### src/rtl/paint_source_arbiter.sv
// Time-slot arbiter multiplexing N_CH paint sources onto a single VGA plot port,
// with a full-screen clear sweep that can preempt the next slot.
module paint_source_arbiter #(
  parameter int unsigned N_CH        = 4,
  parameter int unsigned SLOT_CYCLES = 512,
  parameter int unsigned H_RES       = 320,
  parameter int unsigned V_RES       = 240,
  parameter int unsigned SKIP_IDLE   = 1,
  parameter int unsigned X_W         = 9,
  parameter int unsigned Y_W         = 8,
  parameter int unsigned C_W         = 3
) (
  input  logic                      CLOCK_50,
  input  logic                      rstn,
  input  logic                      game_display_en,
  input  logic [C_W-1:0]            background_color,
  input  logic                      clear_req,
  input  logic [N_CH*C_W-1:0]       ch_color,
  input  logic [N_CH*X_W-1:0]       ch_x,
  input  logic [N_CH*Y_W-1:0]       ch_y,
  input  logic [N_CH-1:0]           ch_plot,
  output logic [X_W-1:0]            VGA_X,
  output logic [Y_W-1:0]            VGA_Y,
  output logic [C_W-1:0]            VGA_COLOR,
  output logic                      plot_enable,
  output logic [$clog2(N_CH)-1:0]   active_ch,
  output logic                      slot_start,
  output logic                      clear_busy
);

  localparam int unsigned CH_W  = $clog2(N_CH);
  localparam int unsigned CNT_W = $clog2(SLOT_CYCLES);

  typedef enum logic [1:0] {S_IDLE, S_CLEAR, S_SLOT} state_e;

  state_e           state_q, state_d;
  logic [CNT_W-1:0] cnt_q, cnt_d;
  logic [CH_W-1:0]  ch_q, ch_d;
  logic             clr_pend_q, clr_pend_d;
  logic [X_W-1:0]   cx_q, cx_d;
  logic [Y_W-1:0]   cy_q, cy_d;
  logic [X_W-1:0]   vx_q, vx_d;
  logic [Y_W-1:0]   vy_q, vy_d;
  logic [C_W-1:0]   vc_q, vc_d;
  logic             plot_q, plot_d;
  logic             sstart_q, sstart_d;
  logic             busy_q, busy_d;

  logic [X_W-1:0]   x_arr [N_CH];
  logic [Y_W-1:0]   y_arr [N_CH];
  logic [C_W-1:0]   c_arr [N_CH];
  logic [CH_W-1:0]  nxt_plain;
  logic [CH_W-1:0]  rr_pick;

  // Unpack the per-channel buses so the owner can be selected by index.
  for (genvar g = 0; g < N_CH; g++) begin : g_unpack
    assign x_arr[g] = ch_x[g*X_W +: X_W];
    assign y_arr[g] = ch_y[g*Y_W +: Y_W];
    assign c_arr[g] = ch_color[g*C_W +: C_W];
  end

  // Round-robin successor; scanning downward lets the nearest requester win.
  always_comb begin
    int unsigned idx;
    nxt_plain = (ch_q == CH_W'(N_CH-1)) ? '0 : ch_q + CH_W'(1);
    rr_pick   = nxt_plain;
    idx       = 0;
    if (SKIP_IDLE != 0) begin
      for (int i = int'(N_CH); i >= 1; i--) begin
        idx = (32'(ch_q) + 32'(i)) % N_CH;
        if (ch_plot[CH_W'(idx)]) rr_pick = CH_W'(idx);
      end
    end
  end

  always_comb begin
    state_d    = state_q;
    cnt_d      = cnt_q;
    ch_d       = ch_q;
    clr_pend_d = clr_pend_q;
    cx_d       = cx_q;
    cy_d       = cy_q;
    vx_d       = vx_q;
    vy_d       = vy_q;
    vc_d       = vc_q;
    plot_d     = 1'b0;
    sstart_d   = 1'b0;
    busy_d     = (state_q == S_CLEAR);

    case (state_q)
      S_IDLE: begin
        if (clear_req) begin
          state_d = S_CLEAR;
          cx_d    = '0;
          cy_d    = '0;
        end else if (game_display_en) begin
          state_d  = S_SLOT;
          cnt_d    = '0;
          ch_d     = '0;
          sstart_d = 1'b1;
        end
      end

      S_CLEAR: begin
        plot_d = 1'b1;
        vx_d   = cx_q;
        vy_d   = cy_q;
        vc_d   = background_color;
        if (cx_q == X_W'(H_RES-1)) begin
          cx_d = '0;
          if (cy_q == Y_W'(V_RES-1)) begin
            cy_d  = '0;
            cnt_d = '0;
            if (game_display_en) begin
              state_d  = S_SLOT;
              sstart_d = 1'b1;
            end else begin
              state_d = S_IDLE;
              ch_d    = '0;
            end
          end else begin
            cy_d = cy_q + Y_W'(1);
          end
        end else begin
          cx_d = cx_q + X_W'(1);
        end
      end

      S_SLOT: begin
        clr_pend_d = clr_pend_q | clear_req;
        if (!game_display_en) begin
          state_d    = S_IDLE;
          cnt_d      = '0;
          ch_d       = '0;
          clr_pend_d = 1'b0;
        end else begin
          vx_d   = x_arr[ch_q];
          vy_d   = y_arr[ch_q];
          vc_d   = c_arr[ch_q];
          plot_d = ch_plot[ch_q];
          if (cnt_q == CNT_W'(SLOT_CYCLES-1)) begin
            cnt_d = '0;
            // A pending clear takes the next slot; play resumes after this channel.
            if (clr_pend_q || clear_req) begin
              state_d    = S_CLEAR;
              cx_d       = '0;
              cy_d       = '0;
              clr_pend_d = 1'b0;
              ch_d       = nxt_plain;
            end else begin
              ch_d     = rr_pick;
              sstart_d = 1'b1;
            end
          end else begin
            cnt_d = cnt_q + CNT_W'(1);
          end
        end
      end

      default: state_d = S_IDLE;
    endcase
  end

  always_ff @(posedge CLOCK_50 or negedge rstn) begin
    if (!rstn) begin
      state_q    <= S_IDLE;
      cnt_q      <= '0;
      ch_q       <= '0;
      clr_pend_q <= 1'b0;
      cx_q       <= '0;
      cy_q       <= '0;
      vx_q       <= '0;
      vy_q       <= '0;
      vc_q       <= '0;
      plot_q     <= 1'b0;
      sstart_q   <= 1'b0;
      busy_q     <= 1'b0;
    end else begin
      state_q    <= state_d;
      cnt_q      <= cnt_d;
      ch_q       <= ch_d;
      clr_pend_q <= clr_pend_d;
      cx_q       <= cx_d;
      cy_q       <= cy_d;
      vx_q       <= vx_d;
      vy_q       <= vy_d;
      vc_q       <= vc_d;
      plot_q     <= plot_d;
      sstart_q   <= sstart_d;
      busy_q     <= busy_d;
    end
  end

  assign VGA_X       = vx_q;
  assign VGA_Y       = vy_q;
  assign VGA_COLOR   = vc_q;
  assign plot_enable = plot_q;
  assign active_ch   = ch_q;
  assign slot_start  = sstart_q;
  assign clear_busy  = busy_q;

endmodule

### config.mk
export PLATFORM = sky130hd
export DESIGN_NAME = paint_source_arbiter
export DESIGN_NICKNAME = d
export VERILOG_FILES = /design/src/rtl/paint_source_arbiter.sv
export SDC_FILE = /design/constraint.sdc
export NUM_CORES = 1
export LEC_CHECK = 0
export ABC_AREA = 1
export BUFFER_PORTS_ARGS = -buffer_cell sky130_fd_sc_hd__buf_4
export CAP_MARGIN = 40
export CELL_PAD_IN_SITES_DETAIL_PLACEMENT = 1
export CELL_PAD_IN_SITES_GLOBAL_PLACEMENT = 1
export CORE_MARGIN = 4
export CORE_UTILIZATION = 36
export CTS_CLUSTER_DIAMETER = 60
export CTS_CLUSTER_SIZE = 25
export DETAILED_ROUTE_END_ITERATION = 10
export PLACE_DENSITY_LB_ADDON = 0.1
export SYNTH_ARGS = -nofsm -noshare
export SYNTH_HDL_FRONTEND = slang
export SYNTH_SLANG_ARGS = --single-unit
### constraint.sdc
create_clock -name CLOCK_50 -period 2.7 [get_ports CLOCK_50]
set_input_delay 0.675 -clock CLOCK_50 [delete_from_list [all_inputs] [get_ports CLOCK_50]]
set_output_delay 0.675 -clock CLOCK_50 [all_outputs]
set_load 0.01 [all_outputs]
==> results.toml <==
[cts]
clock_latency_ns = 0.31
clock-sinks = 54
cts_hold_buf = 0
clock_path_buffers = 2
root_buffer = "clkbuf_8"
htreeDepth = 2
clk_pin_slew_ns = 0.10
cts_buffers = 5
cts_tree = "built"

[route]
firstDrtPassIters = 4
drt.antenna.violating_nets = 0
wl_per_cell_um = 17.1
routed-via-count = 3955
vias_per_cell = 5.32
drtIter0Drc = 145
drt_wl_total_mm = 12.7
drcViolationCount = 0

[setup_path]
critPathLaunchType = "flop"
endpoint_kind = "flop"
cp_data_arrival_time_ns = 2.65
cp.required_ns = 2.92
cpMostUsedCell = "nand2_1"
crit_family = "simple AND/OR/NAND/NOR gates"
r2r_start = "cnt_q[1]"
crit_type = "flop to flop"
critPathBufInv = 2
critPathMaxStageDelay_ns = 0.39
path_cells = "ha_1 -> nand2_1 -> nor3_2 -> nand2_1 -> nor2_2 -> ha_2 -> inv_1 -> o21ai_2 -> nand2_1 -> nor2_4 -> nand2_8 -> clkinv_2 -> o21ai_0 -> o21a_1"
cp_slowest_cell = "dfrtp_1"
cp-startpoint = "cnt_q[1]"
critPathMaxFanout = 15

[layout]
area_delta_synth_final_pct = 32.2
nets = 710
diodes = 0
fill_cells = 1266
drive_gt1_frac = 0.254
fin_util = 0.489
finish.instance_area_um2 = 4750

[outcome]
status = "finished clean"

[sta]
tightest_slew_ns = 0.708
timing.fmax_ghz = 0.411
fin_crit_sh = 0.901
setup_viol = 0
finalMaxSlewViolations = 0
hold_viol = 0
finClkSkew_ns = 0.00708
timing.final.ws_setup_ns = 0.267
min_period_ns = 2.43
finalSetupTns_ns = 0
slew-limit-headroom = 0.528

[logic_synthesis]
synth.top_cells.by_count = "nand2_1, o21ai_0, nor2_1"
synth_top_cell_area_share = 0.376
ys_top_cells_by_area = "dfrtp_1, o21ai_0, nand2_1"
yosysWarnings = 0
synth.avg_cell_area_um2 = 7.24
ys_ff_latch = 54
synth_edf_count = 0
ys_async_sr_fraction = 1.00
ys_types = 38
yosysSeqAreaShare = 0.376
syn-cell-area_um2 = 3600
synth.most_common_cell = "nand2_1"
synth_top_area_cell = "dfrtp_1"
ys.flop_type = "dfrtp_1"
synth.net_count = 597
synthCells = 497

[grt]
grt_pass1_vias = 3860
grt_util_all_layers = 0.217
grt_pass1_wl_mm = 20.1
antenna_found_initial = 0
grt_start_max_net_pins = 55
grt_overflow = 0

[place]
gp_congestion = 0.857
hpwl_mm = 9.83
place_ws_ns = 0.147
placed_cell_area_um2 = 4590
portBuffers = 115

[floorplan]
die_w_um = 108
io_pins = 116
start_util = 0.370
dieArea_um2 = 11700
row_count = 36
core_area_um2 = 9730
fp.dieH_um = 108

[power_and_ir_drop]
power_density_nw_per_um2 = 832
ir_worst_vdd_mv = 0.381
fin_total_pwr_uw = 3960
p_leak_uw = 0.00220

[hold_path]
hp-class = "input pin to async pin"

[run]
maxCapViolations = 0
## sequential cells by signal, summed over array words and instances (netlist names)
name         count
plot_enable      1
VGA_COLOR        3
cx_q             9
cy_q             8
clr_pend_q       1
state_q          2
VGA_Y            8
cnt_q            9
active_ch        2
clear_busy       1
VGA_X            9
slot_start       1
## cells by family (layout without fill, tap and decap cells)
logic type,Yosys count,after routing,share of synthesized area
and+or+nand+nor,197,197,0.237
xor gates and xnor gates,4,4,0.00974
buffers and inverters,85,199,0.0974
adders and majority gates,9,9,0.0313
AOI/OAI and AO/OA,148,148,0.249
DFF,54,54,0.376
## timing repair
item	in CTS	in global routing
buffers inserted	0	5
gates resized for setup	0	4
setup endpoints to repair	0	9
## layout by cell type, fill, tap and decap left out, types with 7 or more instances in the layout
master,n
o21ai_0,78
o221ai_1,20
buf_4,131
o211ai_1,20
ha_1,8
inv_1,57
nor2_1,68
nand4_1,7
nand3_1,22
a21oi_1,11
nand2_1,83
dfrtp_1,54
## metal layers
metal / vias to the layer above / wire length, um / track usage
met5: - / 0 / 0
met3: 10 / 817 / 0.0304
li1: 1914 / - / -
met1: 1911 / 6200 / 0.318
met4: 0 / 106 / 0.0352
met2: 120 / 5610 / 0.346
## worst register-to-register path: stages (launching register included)
cell and delay, ns:
dfrtp_1 0.39, ha_1 0.20, nand2_1 0.09, nor3_2 0.21
nand2_1 0.11, nor2_2 0.09, ha_2 0.20, inv_1 0.09
o21ai_2 0.16, nand2_1 0.11, nor2_4 0.24, nand2_8 0.13
clkinv_2 0.11, o21ai_0 0.10, o21a_1 0.12
## path summary, 6_finish.rpt
kind	end	slack (ns)	cells after the start
hold reg to reg	cnt_q[8]	0.52	2
min in group CLOCK_50	cnt_q[8]	0.52	2
max in group asynchronous	cnt_q[5]	1.83	1
setup / recovery	cy_q[3]	0.27	14
hold / removal	VGA_X[0]	0.39	1
setup reg to reg	cy_q[3]	0.27	14
## final cells by class
cell class	instances	area [um2]	share of cell area
clock buffer	5	68.8	0.0145
clock inverter	3	40.0	0.00842
inverter	60	226	0.0476
multi-input combinational	358	1920	0.403
sequential	54	1350	0.284
tap	133	166	0.0350
timing repair buffer	131	983	0.207
## where the power goes
group / internal (uW) / switching (uW)
clock network: 274 / 279
registers: 1000 / 135
logic: 833 / 1430
## metrics by stage
stage          cells  hold slack [ns]
2_1_floorplan    497            0.379
3_3_place_gp     731            0.496
3_5_place_dp     731            0.497
4_1_cts          739            0.425
5_1_grt          744            0.440
6_report         744            0.392
Power figures use the tool's default switching activity.
